`src/rtl/lfa_pipe_adder.sv`:
```
// -----------------------------------------------------------------------------
// lfa_pipe_adder
//
// Pipelined Ladner-Fischer (fan-out doubling) prefix adder with a valid/ready
// stream interface and a per-operation lower-part-OR approximate mode.
//
// Ports
//   clk        in   1        rising-edge clock
//   rst        in   1        synchronous, active-high reset
//   in_valid   in   1        in0/in1/approx_en valid this cycle
//   in_ready   out  1        block can accept this cycle
//   in0        in   WIDTH    operand A, unsigned
//   in1        in   WIDTH    operand B, unsigned
//   approx_en  in   1        1 = LOA approximate sum for this operation
//   out_valid  out  1        out0 holds a result
//   out_ready  in   1        consumer takes out0 this cycle
//   out0       out  WIDTH+1  sum, MSB is carry-out
//   op_count   out  32       results delivered (out_valid & out_ready), wraps
//
// Datapath: level 0 forms g/p/h per bit, levels 1..log2(WIDTH) are the prefix
// tree, and the sum is h ^ carry. Register cuts are placed after level 0 and
// at evenly spaced prefix levels; the final register always holds the sum.
// -----------------------------------------------------------------------------
module lfa_pipe_adder #(
  parameter int WIDTH       = 16,
  parameter int PIPE        = 2,
  parameter int APPROX_BITS = 4
) (
  input  logic             clk,
  input  logic             rst,
  input  logic             in_valid,
  output logic             in_ready,
  input  logic [WIDTH-1:0] in0,
  input  logic [WIDTH-1:0] in1,
  input  logic             approx_en,
  output logic             out_valid,
  input  logic             out_ready,
  output logic [WIDTH:0]   out0,
  output logic [31:0]      op_count
);

  localparam int LVLS  = $clog2(WIDTH);
  localparam int DENOM = (PIPE > 1) ? (PIPE - 1) : 1;

  // True when a pipeline register sits directly after prefix level lvl.
  // Stage s (1..PIPE-1) sits after level (s-1)*LVLS/(PIPE-1), so stage 1 is
  // always right after the g/p formation.
  function automatic bit is_cut(input int lvl);
    bit hit;
    hit = 1'b0;
    for (int s = 1; s < PIPE; s++) begin
      if (((s - 1) * LVLS) / DENOM == lvl) hit = 1'b1;
    end
    return hit;
  endfunction

  // One Ladner-Fischer level: bits whose (lvl-1) bit is set absorb the group
  // ending just below their aligned block of size 2^(lvl-1).
  function automatic logic [WIDTH-1:0] lf_g(input logic [WIDTH-1:0] g,
                                            input logic [WIDTH-1:0] p,
                                            input int lvl);
    logic [WIDTH-1:0] r;
    int j;
    r = g;
    for (int i = 0; i < WIDTH; i++) begin
      if (((i >> (lvl - 1)) & 1) == 1) begin
        j    = ((i >> (lvl - 1)) << (lvl - 1)) - 1;
        r[i] = g[i] | (p[i] & g[j]);
      end
    end
    return r;
  endfunction

  function automatic logic [WIDTH-1:0] lf_p(input logic [WIDTH-1:0] p,
                                            input int lvl);
    logic [WIDTH-1:0] r;
    int j;
    r = p;
    for (int i = 0; i < WIDTH; i++) begin
      if (((i >> (lvl - 1)) & 1) == 1) begin
        j    = ((i >> (lvl - 1)) << (lvl - 1)) - 1;
        r[i] = p[i] & p[j];
      end
    end
    return r;
  endfunction

  logic             adv;
  logic             out_valid_q;
  logic [WIDTH:0]   out0_q;
  logic [WIDTH:0]   out0_d;
  logic [31:0]      op_count_q;

  // Global stall: every stage moves together whenever the output slot frees.
  assign adv      = ~out_valid_q | out_ready;
  assign in_ready = adv;

  // Per-level outputs (0..LVLS-1) and inputs after the optional cut (1..LVLS).
  logic [WIDTH-1:0] g_out [0:LVLS-1];
  logic [WIDTH-1:0] p_out [0:LVLS-1];
  logic [WIDTH-1:0] h_out [0:LVLS-1];
  logic             v_out [0:LVLS-1];
  logic [WIDTH-1:0] g_in  [1:LVLS];
  logic [WIDTH-1:0] p_in  [1:LVLS];
  logic [WIDTH-1:0] h_in  [1:LVLS];
  logic             v_in  [1:LVLS];

  // Level 0. In approximate mode the low part is reshaped so the exact tree
  // does the rest: h = a|b gives the OR bits, all low g/p are zero except
  // g[K-1] = a&b, which becomes the carry into bit K. Carries into the low
  // bits are then zero, so sum = h there.
  logic [WIDTH-1:0] g0_c, p0_c, h0_c;
  always_comb begin
    g0_c = in0 & in1;
    p0_c = in0 ^ in1;
    h0_c = in0 ^ in1;
    if (approx_en) begin
      for (int i = 0; i < APPROX_BITS; i++) begin
        h0_c[i] = in0[i] | in1[i];
        p0_c[i] = 1'b0;
        if (i != APPROX_BITS - 1) g0_c[i] = 1'b0;
      end
    end
  end

  assign g_out[0] = g0_c;
  assign p_out[0] = p0_c;
  assign h_out[0] = h0_c;
  assign v_out[0] = in_valid;

  genvar gi;
  generate
    for (gi = 1; gi < LVLS; gi++) begin : level
      assign g_out[gi] = lf_g(g_in[gi], p_in[gi], gi);
      assign p_out[gi] = lf_p(p_in[gi], gi);
      assign h_out[gi] = h_in[gi];
      assign v_out[gi] = v_in[gi];
    end

    for (gi = 0; gi < LVLS; gi++) begin : feed
      if (is_cut(gi)) begin : cut
        logic [WIDTH-1:0] g_q, p_q, h_q;
        logic             v_q;
        // Only the valid needs clearing; data behind a cleared valid is ignored.
        always_ff @(posedge clk) begin
          if (rst) begin
            v_q <= 1'b0;
          end else if (adv) begin
            v_q <= v_out[gi];
            g_q <= g_out[gi];
            p_q <= p_out[gi];
            h_q <= h_out[gi];
          end
        end
        assign g_in[gi+1] = g_q;
        assign p_in[gi+1] = p_q;
        assign h_in[gi+1] = h_q;
        assign v_in[gi+1] = v_q;
      end else begin : thru
        assign g_in[gi+1] = g_out[gi];
        assign p_in[gi+1] = p_out[gi];
        assign h_in[gi+1] = h_out[gi];
        assign v_in[gi+1] = v_out[gi];
      end
    end
  endgenerate

  // Final level plus sum. Carry into bit i is the group generate of bits
  // i-1..0; carry into bit 0 is zero.
  logic [WIDTH-1:0] g_fin;
  assign g_fin  = lf_g(g_in[LVLS], p_in[LVLS], LVLS);
  assign out0_d = {g_fin[WIDTH-1], h_in[LVLS] ^ {g_fin[WIDTH-2:0], 1'b0}};

  always_ff @(posedge clk) begin
    if (rst) begin
      out_valid_q <= 1'b0;
      out0_q      <= '0;
      op_count_q  <= '0;
    end else begin
      if (adv) begin
        out_valid_q <= v_in[LVLS];
        out0_q      <= out0_d;
      end
      if (out_valid_q & out_ready) op_count_q <= op_count_q + 32'd1;
    end
  end

  assign out_valid = out_valid_q;
  assign out0      = out0_q;
  assign op_count  = op_count_q;

endmodule
```
`config.mk`:
```
export PLATFORM = sky130hd
export DESIGN_NAME = lfa_pipe_adder
export DESIGN_NICKNAME = d
export VERILOG_FILES = /design/src/rtl/lfa_pipe_adder.sv
export SDC_FILE = /design/constraint.sdc
export NUM_CORES = 1
export LEC_CHECK = 0
export CAP_MARGIN = 20
export CORE_MARGIN = 2
export CORE_UTILIZATION = 51
export CTS_CLUSTER_SIZE = 20
export DETAILED_ROUTE_END_ITERATION = 12
export PLACE_DENSITY = 0.79
export SYNTH_ARGS = -nofsm -noshare
export SYNTH_HDL_FRONTEND = slang
export SYNTH_SLANG_ARGS = --single-unit
```
`constraint.sdc`:
```
create_clock -name clk -period 2.44 [get_ports clk]
set_input_delay 0.488 -clock clk [delete_from_list [all_inputs] [get_ports clk]]
set_output_delay 0.488 -clock clk [all_outputs]
set_load 0.03 [all_outputs]
```
==> metrics.csv <==
metric,value,unit
first-pass GRT wire length,14.0,mm
Skew-Pair Late Insertion Delay,0.35,ns
Critical Path Source Type,flip-flop,
crit-path max FO,9,
RR Startpoint,feed[0].cut.p_q[5],
commonest cells in the netlist,"dfxtp_1 (51), nor2_1 (41), nand2_1 (36)",
Finished Layout Cells,605,
Final Net Count,558,
CP Data Arrival Time,2.44,ns
Min-Delay Path Class,reg2reg,
FF-to-FF path depth,5,
Post-Place Cells,589,
Placed Instance Area,5040,um^2
final worst path period share,89.7,%
"Primary FF master, synth",dfxtp_1,
Mean Syn Cell Area,9.97,um^2
post-synthesis simple-gate area fraction,20.1,%
yosys warns,0,
Compound-Gate Fraction of Synth Area,10.8,%
Area contributors post-synth,"edfxtp_1 (26%), dfxtp_1 (26%), ha_1 (7.2%), xnor2_1 (4.4%), nor2_1 (3.9%)",
Period minus WS final,2.19,ns
initial antenna violation count,0,
final hold vios,0,
Power Density,612,nW/um^2
number of distinct library cells after synthesis,45,
Max Fclk,457,MHz
WS Path Type,reg2reg,
DPL Wire Length,6.18,mm
Slew Limit Fails,0,
status,"complete, no violations",
unrepaired setup endpoints after global routing,no,
Crit. End Element,flip-flop,
Die Ht,92.4,um
XOR/XNOR Fraction of Synth Area,6.81,%
post-synth net total,460,
cell taking the most area after synthesis,edfxtp_1,
drt drc,0,
DIE AREA,8540,um^2
first drt pass iteration count,4,
WL final,8.30,mm
Final setup viols,0,
Clock Pin Slew Worst Setup and Hold Paths,0.09,ns
Hold Path Stages,2,
main combinational cell family by area after synthesis,simple AND/OR/NAND/NOR gates,
root buffer cell,clkbuf_8,
Post-Syn Instances,400,
Core Area,7650,um^2
total CTS buffers,9,
I/O pin cnt,88,
Worst Min Path Start,out0[6],
routability cong.,0.844,
Iteration-0 DRC Markers,95,
Finished Cell Area,5280,um^2
Hold EP,out0[6],
Initial Util,52.2,%
largest net degree at the start of global routing,38,
DR WL/cell,13.7,um
FF-to-FF End,out0[15],
remaining antenna violation count,0,
Worst slew margin,50.3,%
leakage power total,1.99,nW
Peak VDD IR,0.360,mV
share of cells above drive strength 1,6.36,%
sequential area share after synthesis,51.9,%
WP data required,2.69,ns
Post-synth ARST share,0,%
Via-to-Cell Ratio,5.41,
number of max-cap violations,0,
CTS tree,done,
antenna diode count,0,
input/output buffers,87,
Seq cells post-synth,86,
Final Skew,0.00995,ns
Synth Area in Adders,7.21,%
post-synthesis mux area share,0,%
CTS sink cnt,86,
Tightest Pin Transition,0.727,ns
Hold Buf Count CTS,0,
GRT overflow,0,
"EDFF count, synth",35,
synthesis-to-finish area growth,32.4,%
clk buf depth,2,
vias,3275,
"reg-to-reg slack, setup",0.25,ns
gr usage total,20.4,%
synthesized area,3990,um^2
Rows,32,
Synth top area share,26.3,%
most common cell in the netlist,dfxtp_1,
number of global-route vias before repair,3151,
H-tree Lvls,3,
Die X,92.4,um
-- placed cells by master (no fill, tap or decap), types with 3 or more instances in the layout --
cell	Yosys	final
a21o_1	7	7
a21oi_1	30	30
and3_1	8	8
and4_1	5	5
buf_4	1	12
clkbuf_8	0	10
clkdlybuf4s50_1	0	86
dfxtp_1	51	51
edfxtp_1	35	35
ha_1	23	23
inv_1	19	19
nand2_1	36	36
nand3_1	16	16
nand4_1	9	9
nor2_1	41	41
nor2b_1	8	8
nor3_1	7	7
nor3b_1	4	4
nor4_1	8	8
o211ai_1	4	4
o21ai_0	10	10
or3_1	9	9
or4_1	3	3
xnor2_1	20	20
xor2_1	11	11
-- metal layers --
layer | part of all wire [%] | global-route usage [%] | vias up
met5 | 0 | 0 | -
met1 | 42 | 24.1 | 1520
met3 | 5.6 | 3.50 | 11
met2 | 51 | 36.1 | 114
li1 | - | - | 1630
met4 | 1.8 | 9.33 | 0
-- final cells by class --
class	count	area, um^2
clock inverters	3	65.1
multi-input cells	282	1790
clock buffers	13	170
fillers	595	2370
inverters	19	71.3
repair buffers	100	983
flip-flops and latches	86	2070
well taps	102	128
-- worst max path at each step --
stage	from	end	slack, ns
6_report	feed[0].cut.p_q[5]	out0[15]	0.25
5_1_grt	feed[0].cut.p_q[5]	out0[9]	0.0005
4_1_cts	out_ready	in_ready	0.08
3_5_place_dp	out_ready	op_count[31]	-0.03
3_3_place_gp	out_ready	op_count[31]	0.02
2_1_floorplan	out_valid	out0[13]	0.23
-- kinds of logic (layout without fill, tap and decap cells) --
| group | count (synthesis) | count (layout) |
|---|---|---|
| simple gates | 159 | 159 |
| flops | 86 | 86 |
| compound gates | 69 | 69 |
| buf+inv | 32 | 135 |
| xor+xnor | 31 | 31 |
| fa+ha+maj | 23 | 23 |
-- critical path, stage by stage (launching register included) --
cell and delay, ns:
edfxtp_1 0.43, a21oi_1 0.35, o211ai_1 0.40, and4_1 0.33, or3_1 0.35, a32o_1 0.25
-- stage by stage --
| step | power, mW | setup TNS, ns | utilization, % | setup WS, ns | hold WS [ns] |
|---|---|---|---|---|---|
| finish | 3.23 | 0 | 69.1 | 0.251 | 0.453 |
| global route | 3.35 | 0 | 69.1 | 0.000520 | 0.476 |
| CTS | 3.25 | 0 | 69.0 | 0.0765 | 0.458 |
| detailed placement | 2.11 | -0.0337 | 66.0 | -0.0337 | 0.448 |
| global placement | 2.09 | 0 | 66.0 | 0.0157 | 0.439 |
| floorplan | 1.90 | 0 | - | 0.227 | 0.432 |
-- state kept, by name (all words and copies together) (netlist names) --
| name | cells |
|---|---|
| feed.cut.h_q | 4 |
| feed.cut.p_q | 15 |
| feed.cut.g_q | 16 |
| out_valid | 1 |
| out0 | 17 |
| op_count | 32 |
| feed.cut.v_q | 1 |
-- timing repair --
action | in CTS | in global routing
hold endpoints to repair | 0 | 0
endpoints found under the setup margin | 0 | 1
resized for setup | 0 | 1
buffers inserted | 0 | 0
-- report_power, final --
part           switching [mW]  leakage [nW]  internal [mW]
registers              0.0585         0.763           1.59
clock network           0.489         0.119          0.667
logic                   0.226          1.10          0.205
Power figures use the tool's default switching activity.
